$ cat config.mk
export PLATFORM = sky130hd
export DESIGN_NAME = audio_pwm_dac
export DESIGN_NICKNAME = d
export VERILOG_FILES = /design/src/rtl/audio_pkg.sv /design/src/rtl/audio_pwm_dac_if.sv /design/src/rtl/sample_fifo.sv /design/src/rtl/audio_pwm_dac.sv
export SDC_FILE = /design/constraint.sdc
export NUM_CORES = 1
export LEC_CHECK = 0
export BUFFER_PORTS_ARGS = -buffer_cell sky130_fd_sc_hd__buf_4
export CORE_MARGIN = 2
export CORE_UTILIZATION = 40
export CTS_BUF_LIST = sky130_fd_sc_hd__clkbuf_16
export DETAILED_ROUTE_END_ITERATION = 8
export PLACE_DENSITY = 0.66
export SLEW_MARGIN = 25
export SYNTH_ARGS = -nofsm -noshare
export SYNTH_HDL_FRONTEND = slang
export SYNTH_HIERARCHICAL = 1
export SYNTH_SLANG_ARGS = --single-unit
$ cat constraint.sdc
create_clock -name clk_pixel -period 6.79 [get_ports clk_pixel]
set_clock_uncertainty 0.05 [all_clocks]
set_input_delay 0 -clock clk_pixel [delete_from_list [all_inputs] [get_ports clk_pixel]]
set_output_delay 0 -clock clk_pixel [all_outputs]
set_load 0.005 [all_outputs]
$ cat src/rtl/audio_pkg.sv
// Shared types and helpers for the stereo PWM audio DAC.
// The sample struct is sized for the widest supported sample; narrower samples use the low bits.
package audio_pkg;

  localparam int AUDIO_W_MAX = 32;

  typedef struct packed {
    logic [AUDIO_W_MAX-1:0] left;
    logic [AUDIO_W_MAX-1:0] right;
  } stereo_sample_t;

  function automatic int unsigned midscale(input int unsigned bits);
    return 32'd1 << (bits - 1);
  endfunction

endpackage

$ cat src/rtl/audio_pwm_dac_if.sv
// Sample stream between the DAC control logic (master) and the sample FIFO (slave).
interface audio_pwm_dac_if #(
    parameter int DEPTH = 4
);
    import audio_pkg::*;

    logic                   push;
    stereo_sample_t         push_data;
    logic                   pop;
    stereo_sample_t         pop_data;
    logic                   full;
    logic                   empty;
    logic [$clog2(DEPTH):0] level;

    modport master (output push, push_data, pop, input pop_data, full, empty, level);
    modport slave  (input push, push_data, pop, output pop_data, full, empty, level);
endinterface

$ cat src/rtl/sample_fifo.sv
// Synchronous FIFO with occupancy count; a pop of an empty FIFO is ignored, so a
// push into an empty FIFO is never forwarded to the read side in the same cycle.
module sample_fifo
    import audio_pkg::*;
#(
    parameter int WIDTH = $bits(stereo_sample_t),
    parameter int DEPTH = 4
) (
    input  logic            clk,
    input  logic            rst_n,
    audio_pwm_dac_if.slave  bus
);
    localparam int AW = $clog2(DEPTH);
    localparam logic [AW:0] FULL_LVL = (AW + 1)'(DEPTH);

    logic [WIDTH-1:0] mem_q [DEPTH];
    logic [AW-1:0]    wr_ptr_q, rd_ptr_q;
    logic [AW:0]      level_q;
    logic             do_push, do_pop;

    assign do_pop  = bus.pop && (level_q != '0);
    assign do_push = bus.push && ((level_q != FULL_LVL) || do_pop);

    assign bus.full     = (level_q == FULL_LVL);
    assign bus.empty    = (level_q == '0);
    assign bus.level    = level_q;
    assign bus.pop_data = stereo_sample_t'(mem_q[rd_ptr_q]);

    // NOTE: non-blocking assignments for all state so every register samples pre-edge values.
    always_ff @(posedge clk or negedge rst_n) begin
        if (!rst_n) begin
            wr_ptr_q <= '0;
            rd_ptr_q <= '0;
            level_q  <= '0;
        end else begin
            if (do_push) wr_ptr_q <= wr_ptr_q + 1'b1;
            if (do_pop)  rd_ptr_q <= rd_ptr_q + 1'b1;
            level_q <= level_q + (AW + 1)'(do_push) - (AW + 1)'(do_pop);
        end
    end

    // NOTE: storage is deliberately not reset; the level/pointers alone define validity.
    always_ff @(posedge clk) begin
        if (do_push) mem_q[wr_ptr_q] <= WIDTH'(bus.push_data);
    end
endmodule

$ cat src/rtl/audio_pwm_dac.sv
// Stereo PWM audio DAC: samples queue in a FIFO, one entry is consumed per carrier
// period and converted to offset-binary duty cycles compared against a free-running counter.
module audio_pwm_dac
    import audio_pkg::*;
#(
    parameter int AUDIO_BIT_WIDTH = 16,
    parameter int PWM_BITS        = 8,
    parameter int FIFO_DEPTH      = 4,
    parameter int ATTEN_SHIFT     = 4
) (
    input  logic                              clk_pixel,
    input  logic                              reset_n,
    input  logic                              sample_valid,
    input  logic signed [AUDIO_BIT_WIDTH-1:0] sample_left,
    input  logic signed [AUDIO_BIT_WIDTH-1:0] sample_right,
    input  logic                              clear_flags,
    output logic                              pwm_left,
    output logic                              pwm_right,
    output logic                              underrun,
    output logic                              overflow,
    output logic [$clog2(FIFO_DEPTH):0]       fifo_level
);
    localparam logic [PWM_BITS-1:0] DUTY_MID = PWM_BITS'(midscale(PWM_BITS));

    logic [PWM_BITS-1:0] cnt_q, duty_l_q, duty_r_q;
    logic                pwm_l_q, pwm_r_q;
    logic                underrun_q, underrun_d, overflow_q, overflow_d;
    logic                boundary;

    audio_pwm_dac_if #(.DEPTH(FIFO_DEPTH)) fifo_bus ();

    sample_fifo #(
        .WIDTH ($bits(stereo_sample_t)),
        .DEPTH (FIFO_DEPTH)
    ) u_fifo (
        .clk   (clk_pixel),
        .rst_n (reset_n),
        .bus   (fifo_bus.slave)
    );

    // Offset binary: attenuate, flip the sign bit, keep the top PWM_BITS bits.
    function automatic logic [PWM_BITS-1:0] to_duty(input logic [AUDIO_W_MAX-1:0] raw);
        logic signed [AUDIO_BIT_WIDTH-1:0] s;
        logic        [AUDIO_BIT_WIDTH-1:0] ob;
        s  = $signed(raw[AUDIO_BIT_WIDTH-1:0]) >>> ATTEN_SHIFT;
        ob = {~s[AUDIO_BIT_WIDTH-1], s[AUDIO_BIT_WIDTH-2:0]};
        return ob[AUDIO_BIT_WIDTH-1 -: PWM_BITS];
    endfunction

    assign boundary           = (cnt_q == '1);
    assign fifo_bus.push      = sample_valid;
    assign fifo_bus.push_data = '{left: AUDIO_W_MAX'(sample_left), right: AUDIO_W_MAX'(sample_right)};
    assign fifo_bus.pop       = boundary;

    // NOTE: every always_comb output gets a default first so no latch is inferred.
    always_comb begin
        underrun_d = underrun_q & ~clear_flags;
        overflow_d = overflow_q & ~clear_flags;
        if (boundary && fifo_bus.empty) underrun_d = 1'b1;
        // A full FIFO that is popped this cycle still has room for the push.
        if (sample_valid && fifo_bus.full && !boundary) overflow_d = 1'b1;
    end

    always_ff @(posedge clk_pixel or negedge reset_n) begin
        if (!reset_n) begin
            cnt_q      <= '0;
            duty_l_q   <= DUTY_MID;
            duty_r_q   <= DUTY_MID;
            pwm_l_q    <= 1'b0;
            pwm_r_q    <= 1'b0;
            underrun_q <= 1'b0;
            overflow_q <= 1'b0;
        end else begin
            cnt_q <= cnt_q + 1'b1;
            if (boundary && !fifo_bus.empty) begin
                duty_l_q <= to_duty(fifo_bus.pop_data.left);
                duty_r_q <= to_duty(fifo_bus.pop_data.right);
            end
            pwm_l_q    <= (cnt_q < duty_l_q);
            pwm_r_q    <= (cnt_q < duty_r_q);
            underrun_q <= underrun_d;
            overflow_q <= overflow_d;
        end
    end

    assign pwm_left   = pwm_l_q;
    assign pwm_right  = pwm_r_q;
    assign underrun   = underrun_q;
    assign overflow   = overflow_q;
    assign fifo_level = fifo_bus.level;
endmodule
==> impl_results.md <==
* Number of hold-slack violations in the final timing report at 0
* Final worst path period share at 37.7%
* Via count of the routed design at 1,467
* Number of buffers added on ports at 18
* Area of the die at 7670 µm²
* CP max FO at 7
* Starting utilization of the core area at 41.1%
* Yosys warning count at 6
* DRC Markers at 0
* Cells along the critical path: ha_1 -> and3_4 -> and3_2 -> inv_1 -> a21boi_2 -> a21o_1 -> ha_1 -> inv_1 -> fa_1 -> xnor2_1 -> xnor2_1
* Layout Area Growth over Synthesis at 19.6%
* HP Class: input port to asynchronous set/reset pin
* Source-to-sink clock delay at the later pin of the worst-skew pair at 0.33 ns
* Hold slack final at 0.0838 ns
* Net count after synthesis at 245
* Die width at 87.6 µm
* Final wirelength at 4110 µm
* Critical path required time at 6.95 ns
* Maximum operating frequency at 0.391 GHz
* Highest-count cells in the layout ignoring fill and taps: sky130_fd_sc_hd__edfxtp_1, sky130_fd_sc_hd__dfrtp_1, sky130_fd_sc_hd__ha_1
* Transition time at the pin with the least slew margin at 0.774 ns
* CTS tree: yes
* Number of nets in the layout at 274
* Most common cell after layout, fill and taps aside: sky130_fd_sc_hd__edfxtp_1
* Routed vias/inst at 4.61
* # setup viols final at 0
* WL/cell at 12.9 µm
* Data arrival time of the critical path at 2.71 ns
* Lkg Pwr at 1.34 nW
* Clock input transition at the sequential cells of the worst setup and hold paths at 0.05 ns
* Placeable Area at 6790 µm²
* Overflow left after global routing at 0
* Antenna diode count at 0
* Min cycle time layout at 2.56 ns
* Worst max-slew margin expressed relative to the limit at 48.3%
* Areal power density over the cells at 308 nW/µm²
* Wire length of the first global-routing pass at 7010 µm
* TritonCTS sink count at 61
* Share of post-route cells with drive strength above 1 at 25.2%
* Inserted Clock Buffers at 9
* Die H at 87.6 µm
* Buffers inserted by post-CTS timing repair at 0
* Post-synthesis area per instance at 14.9 µm²
* Number of buffers on the longest clock path at 2
* Clock tree root driver cell: sky130_fd_sc_hd__clkbuf_16
* Global routing usage summed across all routing layers at 12.7%
* IO Count at 43
* Number of antenna violations at the first check in global routing at 0
* Max_cap viols at 0
* Critical path launch point type: flip-flop
* Number of resized instances in the post-cts repair step at 0
* Count of fill cells added during filler insertion at 584
* Sum Neg Setup Slack at 0 ns
* R2R setup slack at 4.23 ns
* Power consumption at 0.00103 W
* Worst setup slack after layout at 4.23 ns
* Longest individual stage delay on the worst path at 0.39 ns
* H-Tree Level Count at 3
* Library cell contributing the largest single delay on the critical path: sky130_fd_sc_hd__dfrtp_1
* Drt pass-1 iters at 4
* HPWL after DPL at 2720 µm
* Setup WS pre-CTS at 4.22 ns
* Pin count of the biggest net entering global routing at 30
* Final number of max-transition violations at 0
* Setup repair after global routing missed its margin: no
* Count of standard-cell rows at 30
* Category of the most critical setup path: flip-flop to flip-flop
* Remaining antenna violation count at 0
* Via count of the first global-routing pass at 1,485
* Worst voltage drop across the vdd grid at 0.259 mV
* First DRT Iteration DRCs at 37
* Gp weighted congestion at 0.723
* Synth Instances at 188
* Post-Syn Area at 2800 µm²
* Outcome: completed
* Setup crit end kind: flip-flop
-- final timing paths --
path / startpoint / cells after the start / endpoint
setup / recovery: cnt_q[0] / 11 / u_fifo/bus.level[2]
hold / removal: reset_n / 2 / underrun
setup reg to reg: cnt_q[0] / 11 / u_fifo/bus.level[2]
hold reg to reg: cnt_q[0] / 1 / cnt_q[0]
max in group asynchronous: reset_n / 2 / duty_r_q[7]
min in group clk_pixel: sample_valid / 3 / u_fifo/wr_ptr_q[0]
-- per-stage QoR --
stage               cells  cell area (µm²)  util [%]
CTS                   318             3340      49.2
global placement      291             2950      43.5
finish                318             3340      49.2
global route          318             3340      49.2
detailed placement    291             2950      43.5
floorplan             188             2800         -
-- power breakdown --
part	internal [W]	switching, W	total [W]
combinational	0.0000682	0.0000679	0.000136
sequential	0.000452	0.0000313	0.000484
clock	0.000247	0.000161	0.000409
total	0.000768	0.000261	0.00103
-- layout make-up --
| cell class | instances | area [µm²] | share of cell area, % |
|---|---|---|---|
| flip-flops and latches | 61 | 1690 | 50.5 |
| multi-input cells | 99 | 946 | 28.3 |
| repair buffers | 29 | 245 | 7.34 |
| clock buffers | 9 | 225 | 6.74 |
| well taps | 96 | 120 | 3.59 |
| inverters | 17 | 63.8 | 1.91 |
| clock inverters | 7 | 52.6 | 1.57 |
-- critical path: cells and delay by family (launching register included) --
kind / cells / cell delay, ns
adder cells (fa/ha/maj): 3 / 0.70
AO/OA/AOI/OAI: 2 / 0.47
AND/OR/NAND/NOR: 2 / 0.44
flip-flops: 1 / 0.39
XOR/XNOR: 2 / 0.28
buffers and inverters: 2 / 0.11
-- flip-flops by register name (all words and copies together), names as in the netlist, 2 cells and up --
signal,cells
u_fifo/bus.level,3
u_fifo/rd_ptr_q,2
u_fifo/mem_q,32
u_fifo/wr_ptr_q,2
cnt_q,8
duty_l_q,5
duty_r_q,5
-- metal layers --
metal / GRT usage, % / wire length [µm] / part of all wire [%] / vias to the layer above
li1: - / - / - / 731
met1: 15.0 / 1860 / 45 / 707
met2: 19.9 / 1990 / 48 / 19
met3: 5.66 / 176 / 4.3 / 10
met4: 5.87 / 87 / 2.1 / 0
met5: 0 / 0 / 0 / -
-- timing repair --
action | in CTS | in global routing
endpoints found under the hold margin | 63 | 0
hold buffers | 11 | 0
setup endpoints to repair | 0 | 0
No activity file was read; power rests on OpenSTA's default activity.
